===== src/rtl/mips_pkg.sv =====
// Shared definitions for the MIPS core front end.
//   fetch_state_t : fetch FSM states (REQ -> WAIT -> HOLD)
//   OP_*          : primary opcode field values, instr[31:26]
//   RESET_PC_DEFAULT : PC value taken on reset unless overridden
package mips_pkg;

    typedef enum logic [1:0] {
        REQ  = 2'd0,
        WAIT = 2'd1,
        HOLD = 2'd2
    } fetch_state_t;

    localparam logic [5:0] OP_RTYPE = 6'b000000;
    localparam logic [5:0] OP_J     = 6'b000010;
    localparam logic [5:0] OP_BEQ   = 6'b000100;
    localparam logic [5:0] OP_ADDIU = 6'b001001;
    localparam logic [5:0] OP_LW    = 6'b100011;
    localparam logic [5:0] OP_SW    = 6'b101011;

    localparam logic [31:0] RESET_PC_DEFAULT = 32'h0000_0000;

endpackage


===== src/rtl/next_pc_sel.sv =====
// Next-PC selection, purely combinational.
//   pc_cur       : PC of the instruction being retired
//   instr        : that instruction word
//   jump         : J resolved for this instruction (wins over branch)
//   branch_taken : Branch && zero for this instruction
//   next_pc      : jump target, branch target or pc_cur + 4
// All arithmetic wraps modulo 2^32; targets are word aligned by construction.
module next_pc_sel (
    input  logic [31:0] pc_cur,
    input  logic [31:0] instr,
    input  logic        jump,
    input  logic        branch_taken,
    output logic [31:0] next_pc
);

    logic [31:0] pc4;
    logic [31:0] branch_off;
    logic [31:0] jump_target;

    assign pc4         = pc_cur + 32'd4;
    // Sign-extended word offset: imm16 shifted left by two.
    assign branch_off  = {{14{instr[15]}}, instr[15:0], 2'b00};
    // Jump stays inside the 256 MB region of the delay-slot address.
    assign jump_target = {pc4[31:28], instr[25:0], 2'b00};

    always_comb begin
        if (jump) begin
            next_pc = jump_target;
        end else if (branch_taken) begin
            next_pc = pc4 + branch_off;
        end else begin
            next_pc = pc4;
        end
    end

endmodule


===== src/rtl/instr_fetch_unit.sv =====
// Instruction fetch front end: owns the PC, fetches one word at a time over
// a req/ack handshake and presents it to decode with valid/ready.
//   clk, rst_n        : clock, asynchronous active-low reset
//   imem_req/addr     : fetch request and word address (addr == PC)
//   imem_rdata/ack    : instruction word and its one-cycle strobe
//   instr/opcode      : IR contents and its opcode field
//   pc_out            : PC of the instruction held in IR
//   instr_valid/ready : IR handshake towards decode
//   branch_taken/jump : resolved control flow, used only on the consume cycle
module instr_fetch_unit
    import mips_pkg::*;
#(
    parameter logic [31:0] RESET_PC = RESET_PC_DEFAULT,
    parameter int          ADDR_W   = 32
) (
    input  logic              clk,
    input  logic              rst_n,
    output logic              imem_req,
    output logic [ADDR_W-1:0] imem_addr,
    input  logic [31:0]       imem_rdata,
    input  logic              imem_ack,
    output logic [31:0]       instr,
    output logic [5:0]        opcode,
    output logic [ADDR_W-1:0] pc_out,
    output logic              instr_valid,
    input  logic              instr_ready,
    input  logic              branch_taken,
    input  logic              jump
);

    fetch_state_t      state;
    fetch_state_t      state_next;
    logic [ADDR_W-1:0] pc;
    logic [ADDR_W-1:0] next_pc;
    logic              load_ir;
    logic              consume;

    // NOTE: sequential state uses non-blocking assignments so every flop
    // samples the pre-edge values regardless of block ordering.
    always_ff @(posedge clk or negedge rst_n) begin
        if (!rst_n) begin
            state <= REQ;
        end else begin
            state <= state_next;
        end
    end

    // NOTE: every output of this block gets a default first; a path that
    // leaves one unassigned would infer a latch.
    always_comb begin
        state_next = state;
        load_ir    = 1'b0;
        consume    = 1'b0;
        case (state)
            REQ:  state_next = WAIT;
            WAIT: begin
                if (imem_ack) begin
                    load_ir    = 1'b1;
                    state_next = HOLD;
                end
            end
            HOLD: begin
                if (instr_ready) begin
                    consume    = 1'b1;
                    state_next = REQ;
                end
            end
            default: state_next = REQ;
        endcase
    end

    // Decoded straight from the state register, so a reset during WAIT drops
    // the request in the same cycle and an ack outside WAIT is never seen.
    assign imem_req    = (state == WAIT);
    assign instr_valid = (state == HOLD);
    assign imem_addr   = pc;

    next_pc_sel u_next_pc_sel (
        .pc_cur       (pc_out),
        .instr        (instr),
        .jump         (jump),
        .branch_taken (branch_taken),
        .next_pc      (next_pc)
    );

    // NOTE: IR and pc_out are reset explicitly so decode never sees X after
    // reset, even though instr_valid already qualifies them.
    always_ff @(posedge clk or negedge rst_n) begin
        if (!rst_n) begin
            pc     <= RESET_PC;
            instr  <= 32'h0;
            pc_out <= '0;
        end else begin
            if (load_ir) begin
                instr  <= imem_rdata;
                pc_out <= pc;
            end
            if (consume) begin
                pc <= next_pc;
            end
        end
    end

    assign opcode = instr[31:26];

endmodule


===== config.mk =====
export PLATFORM = sky130hd
export DESIGN_NAME = instr_fetch_unit
export DESIGN_NICKNAME = d
export VERILOG_FILES = /design/src/rtl/mips_pkg.sv /design/src/rtl/next_pc_sel.sv /design/src/rtl/instr_fetch_unit.sv
export SDC_FILE = /design/constraint.sdc
export NUM_CORES = 1
export LEC_CHECK = 0
export CORE_MARGIN = 4
export CORE_UTILIZATION = 56
export CTS_CLUSTER_DIAMETER = 150
export DETAILED_ROUTE_END_ITERATION = 10
export GPL_TIMING_DRIVEN = 0
export PLACE_DENSITY = 0.86
export SETUP_SLACK_MARGIN = 0.5
export SLEW_MARGIN = 25
export SYNTH_ARGS = -nofsm -noshare
export SYNTH_HDL_FRONTEND = slang
export SYNTH_SLANG_ARGS = --single-unit

===== constraint.sdc =====
create_clock -name clk -period 8.3 [get_ports clk]
set_input_delay 0.83 -clock clk [delete_from_list [all_inputs] [get_ports clk]]
set_output_delay 0.83 -clock clk [all_outputs]
set_load 0.02 [all_outputs]

==> out/qor.yml <==
status: "finished clean"
post-place-ws_ps: 4150
grt_pass1_vias: 6095
gp_congestion: 0.999
use_met1: 0.461
cts_resized: 0
clock_latency_ps: 350
peakVddDrop_v: 0.000349
fin_tns_setup_ps: 0
setup_viol: 0
postSynthNetCount: 748
grt_use_met2: 0.519
wl_mm: 21.5
layout-drive-gt1-share: 0.127
grt_max_degree: 75
relSlewSlack: 0.355
cp-end-kind: "flip-flop"
vias: 6137
p_leak_nw: 3.77
clock_skew_ps: 8.58
fin_crit_sh: 0.516
finalWorstSetupSlack_ps: 4020
ios: 142
antenna_cells: 0
fin_util: 0.741
mostFrequentLayoutCells: "139 x clkdlybuf4s50_1, 98 x dfrtp_1, 65 x mux2_2"
syn-instance-count: 672
cts_buffers: 9
yosysWarnings: 0
post-cts-setup-buffer-count: 0
p_per_area_mw_per_mm2: 484
ys_types: 68
use_met3: 0.0480
wire_per_inst_um: 22.2
grt_setup_unrepaired: "false"
grt_usage: 0.325
busiest_layer: "met2"
drt_first_pass_iters: 5
drtIter0Drc: 570
max-cap-violations: 0
final_area_sq_mm: 0.00846
placed_area_sq_mm: 0.00813
drt-vias-per-instance: 6.31
worst_slew_pin_slew_ps: 967
place_inst: 956
grt_overflow: 0
cts_buffer_depth: 2
ant_nets: 0
layout_commonest_cell: "clkdlybuf4s50_1"
synthFlopType: "dfrtp_1"
final_cells: 972
syn_avg_cell_area_sq_um: 9.70
slew_viol_final: 0
dp.final_hpwl_mm: 16.4
period_needed_ps: 4280
grt_pass1_wl_mm: 33.5
num_rows: 39
drc_errors: 0
nets: 900
syn_area_sq_mm: 0.00652
antenna_found_initial: 0
required_ps: 8560
max_freq_mhz: 233
hold_class: "in2async"
synth_seq_cells: 98
synth_edf_count: 0
htreeDepth: 3
dieArea_sq_mm: 0.0134
cts_tree: "done"
crit_fanout: 7
cts.sinks: 98
initial_core_util: 0.571
die_w_um: 116
port_buffers: 140
regToRegSetupSlack_ps: 4020
async_reset_ff_frac: 1.00
hold_viol: 0
die_h_um: 116
clk_pin_slew_ps: 80
area_delta_synth_final_pct: 29.9
ys_seq_area_frac: 0.376
crit_type: "reg2reg"
core-area_sq_mm: 0.0114
arrival_ps: 4540
hold_buffers: 0
cp-start-kind: "flip-flop"
cts-root-buf: "clkbuf_16"
## metal layers
layer	part of all wire	vias to the layer above	wire length, um
met1	0.42	2998	9080
met2	0.47	332	10100
met5	0	-	0
met4	0.021	0	450
met3	0.087	39	1870
li1	-	2768	-
## synth_stat cells, types with 3 or more instances
cell | instances | area [sq um]
a221oi_1 | 4 | 35.0
a21oi_1 | 29 | 145
a211oi_1 | 4 | 30.0
mux2i_1 | 5 | 50.1
o22ai_1 | 5 | 31.3
xor2_1 | 22 | 193
a31oi_1 | 9 | 56.3
a211o_1 | 6 | 52.6
and2_1 | 6 | 37.5
clkbuf_1 | 28 | 105
nand4_1 | 11 | 68.8
nand3_1 | 23 | 115
o211ai_1 | 15 | 113
or3_1 | 4 | 25.0
ha_1 | 37 | 463
nor2_1 | 39 | 146
nor4_1 | 3 | 18.8
o31ai_1 | 3 | 22.5
xnor2_1 | 24 | 210
dfrtp_1 | 98 | 2450
nor2b_1 | 6 | 37.5
buf_4 | 6 | 45.0
mux2_2 | 65 | 732
a311oi_1 | 3 | 26.3
nand2_1 | 64 | 240
nand2b_1 | 6 | 37.5
and4_1 | 3 | 26.3
and3_1 | 13 | 81.3
inv_1 | 10 | 37.5
o21ai_0 | 39 | 195
a21o_1 | 20 | 150
a31o_2 | 4 | 35.0
nor3b_1 | 3 | 22.5
o21a_1 | 3 | 22.5
o21bai_1 | 3 | 22.5
nor3_1 | 11 | 55.1
## state kept, by name, summed over array words and instances (netlist names)
signal	count
imem_addr	32
instr	32
pc_out	32
state	2
## path summary, 6_finish.rpt
path / start / endpoint / cells past startpoint
max: pc_out[4] / imem_addr[29] / 15
min: rst_n / pc_out[31] / 1
max reg2reg: pc_out[4] / imem_addr[29] / 15
min reg2reg: state[1] / state[0] / 1
max in group asynchronous: rst_n / instr[23] / 2
min in group clk: state[1] / state[0] / 1
## final cells by class
class                   instances  area (sq um)
flip-flops and latches         98          2450
clock buffers                  10           239
well taps                     143           179
clock inverters                 6          97.6
repair buffers                141          1430
multi-input cells             524          3840
inverters                      11          41.3
plain buffers                  39           179
fillers                       813          2960
## cell families (layout without fill, tap and decap cells)
logic type / count (synthesis) / after routing / synth area share
xor+xnor: 46 / 46 / 0.0618
flops: 98 / 98 / 0.376
buf+inv: 50 / 207 / 0.0338
simple gates: 199 / 199 / 0.152
compound gates: 170 / 170 / 0.179
fa+ha+maj: 38 / 38 / 0.0741
mux: 71 / 71 / 0.123
## critical path, stage by stage, from the launching register on
cell and delay [ps]:
dfrtp_1 460, and4_1 220, buf_2 150, nand4_1 290, or2_1 350, nor2_1 150, xor2_1 360, ha_1 300
nand2_1 120, nor3_1 200, nand2_1 70, a31oi_1 450, o21ai_0 200, o21ai_0 270, mux2_2 380, a22oi_1 210
## report_power, final
part,internal [mW],switching (mW)
logic,1.19,1.44
registers,0.692,0.298
clock network,0.277,0.203
total,2.16,1.94
## stage by stage
| stage | power [mW] | hold WS [ps] |
|---|---|---|
| 6_report | 4.10 | 329 |
| 2_1_floorplan | 2.59 | 427 |
| 4_1_cts | 4.06 | 333 |
| 5_1_grt | 4.35 | 348 |
| 3_3_place_gp | 3.47 | 446 |
| 3_5_place_dp | 3.55 | 468 |
No activity file was read; power rests on OpenSTA's default activity.
